### config.mk
export PLATFORM = sky130hd
export DESIGN_NAME = gcd_result_queue
export DESIGN_NICKNAME = d
export VERILOG_FILES = /design/src/rtl/gcd_result_queue.sv
export SDC_FILE = /design/constraint.sdc
export NUM_CORES = 1
export LEC_CHECK = 0
export ABC_AREA = 1
export CAP_MARGIN = 20
export CORE_ASPECT_RATIO = 1.25
export CORE_MARGIN = 5
export CORE_UTILIZATION = 61
export CTS_BUF_LIST = sky130_fd_sc_hd__clkbuf_4 sky130_fd_sc_hd__clkbuf_8
export CTS_CLUSTER_SIZE = 30
export DETAILED_ROUTE_END_ITERATION = 10
export PLACE_DENSITY = 0.87
export SETUP_SLACK_MARGIN = 0.1
export SYNTH_ARGS = -nofsm -noshare
export SYNTH_HDL_FRONTEND = slang
export SYNTH_SLANG_ARGS = --single-unit
### constraint.sdc
create_clock -name clk -period 6.5 [get_ports clk]
set_input_delay 0.65 -clock clk [delete_from_list [all_inputs] [get_ports clk]]
set_output_delay 0.65 -clock clk [all_outputs]
set_load 0.02 [all_outputs]
### src/rtl/gcd_result_queue.sv
// Circular result FIFO placed after gcd_coprocessor, with val/rdy on both sides.
// Optional GCD_RESULT_QUEUE_TAG_EN adds an 8-bit enqueue sequence tag per entry.
module gcd_result_queue #(
    parameter int W     = 16,
    parameter int DEPTH = 4
) (
    input  logic                       clk,
    input  logic                       reset,
    input  logic                       in_val,
    input  logic [W-1:0]               in_bits,
    output logic                       in_rdy,
    output logic                       out_val,
    output logic [W-1:0]               out_bits,
    input  logic                       out_rdy,
`ifdef GCD_RESULT_QUEUE_TAG_EN
    output logic [7:0]                 out_tag,
`endif
    output logic [$clog2(DEPTH):0]     count,
    output logic                       full,
    output logic                       empty
);

    localparam int AW = $clog2(DEPTH);
`ifdef GCD_RESULT_QUEUE_TAG_EN
    localparam int SW = W + 8;
`else
    localparam int SW = W;
`endif
    localparam logic [AW:0] DEPTH_C = (AW+1)'(DEPTH);

    logic [SW-1:0] mem_q [DEPTH];
    logic [AW-1:0] wp_q, wp_d;
    logic [AW-1:0] rp_q, rp_d;
    logic [AW:0]   count_q, count_d;
    logic [SW-1:0] entry_d;
    logic          enq;
    logic          deq;

    // Handshake readiness comes from registered occupancy only.
    assign full    = (count_q == DEPTH_C);
    assign empty   = (count_q == '0);
    assign in_rdy  = ~full;
    assign out_val = ~empty;
    assign count   = count_q;

    assign enq = in_val & in_rdy;
    assign deq = out_val & out_rdy;

`ifdef GCD_RESULT_QUEUE_TAG_EN
    logic [7:0] tag_cnt_q, tag_cnt_d;

    assign entry_d   = {tag_cnt_q, in_bits};
    assign tag_cnt_d = enq ? tag_cnt_q + 8'd1 : tag_cnt_q;
    assign out_tag   = mem_q[rp_q][W +: 8];

    always_ff @(posedge clk) begin
        if (!reset) begin
            tag_cnt_q <= 8'd0;
        end else begin
            tag_cnt_q <= tag_cnt_d;
        end
    end
`else
    assign entry_d = in_bits;
`endif

    assign out_bits = mem_q[rp_q][W-1:0];

    always_comb begin
        wp_d    = wp_q;
        rp_d    = rp_q;
        count_d = count_q;
        if (enq) begin
            wp_d = wp_q + 1'b1;
        end
        if (deq) begin
            rp_d = rp_q + 1'b1;
        end
        case ({enq, deq})
            2'b10:   count_d = count_q + 1'b1;
            2'b01:   count_d = count_q - 1'b1;
            default: count_d = count_q;
        endcase
    end

    always_ff @(posedge clk) begin
        if (!reset) begin
            wp_q    <= '0;
            rp_q    <= '0;
            count_q <= '0;
        end else begin
            wp_q    <= wp_d;
            rp_q    <= rp_d;
            count_q <= count_d;
        end
    end

    // Entries are cleared on reset so the head never reads as X.
    generate
        for (genvar gi = 0; gi < DEPTH; gi++) begin : g_entry
            always_ff @(posedge clk) begin
                if (!reset) begin
                    mem_q[gi] <= '0;
                end else if (enq && (wp_q == AW'(gi))) begin
                    mem_q[gi] <= entry_d;
                end
            end
        end
    endgenerate

endmodule

==> results.cfg <==
[clock_network]
clock_sinks = 73
cts_root_buffer = clkbuf_8
cts_tree = yes
cts_buffer_depth = 2
cts_buffers = 9
htreeDepth = 3
post_cts_buffers = 0
insertion_delay_ns = 0.35
cts_resized = 0
clk_pin_slew_ns = 0.07
postCtsHoldBufs = 0

[synthesis]
synth_warnings = 0
ys_ff_latch = 73
yosysSeqAreaShare = 0.659
synth_top_area_cell = edfxtp_1
yosysTopAreaCellShare = 0.603
synth.distinct_cells = 16
avgSynthCellArea_um2 = 10.2
synth_area_um2 = 3190
synthCells = 313
synth_fp_nets = 339
synth_area_leaders = edfxtp_1, nor2_1, o21ai_0, dfxtp_1, inv_1

[timing]
drv_slew = 0
slew_headroom = 0.323
finalSetupViolations = 0
fin_crit_ns = 3.88
min_period_over_period = 0.597
fmax_mhz = 258
tightestPinTransition_ns = 1.01
rsz0062_at_grt = false
finClkSkew_ns = 0.00480
hold_violations = 0
fin_setup_tns_ns = 0

[min_path]
min_path_type = reg -> reg

[routing]
top_layer = met4
post_drt_wl_per_cell_um = 16.3
met2_length_um = 3730
drt-pass1-iter-count = 5
drt_wl_total_um = 6900
drt-met1-wl_um = 2540
drc = 0
ant_nets = 0
drt_iter0_markers = 252
avgViaCountPerCell = 5.62
wl_met3_um = 504
dr_total_vias = 2382

[layout]
nNetsFinal = 383
layoutNonFillerInstCount = 424
final_cell_mix = nor2_1, edfxtp_1, clkdlybuf4s50_1
fin_area_um2 = 3870
n_fill_cell = 342
syn_to_final_growth_pct = 21.5
layout_commonest_cell = nor2_1
drive_above_1_share = 0.0580
num_antenna_cells = 0

[setup_path]
r2r_slack_ns = 4.39
path_max_fanout = 33
crit_type = reg -> out
cp.arrival_ns = 3.23
crit_required_ns = 5.85
startpoint_type = register
worstSetupEndpointType = primary output

[floorplanning]
die_area_um2 = 6780
num_rows = 29
dieHeight_um = 90.8
core_um2 = 5080
start_util = 0.628
die_x_um = 74.7
boundaryPins = 43

[placed_design]
dp.cells = 408
port_buffers = 42
place.gp.congestion = 0.789
place_area_um2 = 3660
dp_hpwl_um = 4280

[power_and_ir_drop]
p_leak_nw = 1.60
power_density_nw_per_um2 = 382
ir_worst_vdd_v = 0.000315

[run]
maxCapViolCount = 0

[global_routing]
track_usage = 0.218
grt_max_degree = 34
grt_pass1_vias = 2368
antenna_found_initial = 0
grt_pass1_wl_um = 11000
grt_overflow_total = 0

[run_status]
status = completed
[registers in the layout, indices dropped and copies added (netlist names), named ones only]
register,cells
count,3
mem_q,64
rp_q,2
wp_q,2
[metrics by stage]
step	power [mW]	setup slack, ns	hold slack, ns	util
6_report	1.48	2.62	0.500	0.763
5_1_grt	1.55	2.39	0.527	0.763
4_1_cts	1.48	2.62	0.502	0.763
3_5_place_dp	1.10	3.12	0.491	0.721
3_3_place_gp	1.09	3.21	0.485	0.721
2_1_floorplan	0.891	3.96	0.462	-
[Yosys cell counts (all sizes together)]
master,count
dfxtp,9
clkbuf,8
nor2,102
nand4,4
nand2,15
buf,5
o22ai,16
ha,5
fa,1
o21ai,38
edfxtp,64
inv,36
nand3,5
a21oi,5
[cell families (layout without fill, tap and decap cells)]
group,Yosys count,in the layout,share of synthesized area
AND/OR/NAND/NOR,126,126,0.156
flip-flops,73,73,0.659
AO/OA/AOI/OAI,59,59,0.0989
buffers and inverters,49,98,0.0597
adder cells (fa/ha/maj),6,6,0.0259
[layout make-up]
cell class	instances	area, um2	area share
timing repair buffer	46	450	0.116
inverter	36	135	0.0349
multi-input combinational	191	896	0.231
clock inverter	6	82.6	0.0213
sequential	73	2100	0.542
clock buffer	10	131	0.0339
tap	62	77.6	0.0200
[final timing paths]
kind / start / cells after the start / end
min reg2reg: rp_q[1] / 2 / register
max: register / 4 / out_bits[5]
min: rp_q[1] / 2 / register
max reg2reg: count[1] / 5 / mem_q[1][2]
[where the power goes]
| part | switching [mW] | internal, mW |
|---|---|---|
| Combinational | 0.283 | 0.203 |
| Clock | 0.164 | 0.218 |
| Sequential | 0.0435 | 0.568 |
[critical path, stage by stage, from the launching register on]
cell and delay [ns]:
dfxtp_1 0.99, inv_1 0.69, o21ai_0 0.46, o22ai_1 0.16, clkdlybuf4s50_1 0.57
[layer usage]
metal	global-route usage	vias to the layer above
met2	0.373	94
met1	0.259	1135
met4	0.0757	0
met3	0.0579	10
li1	-	1143
met5	0	-
(Power assumes the default switching activity.)
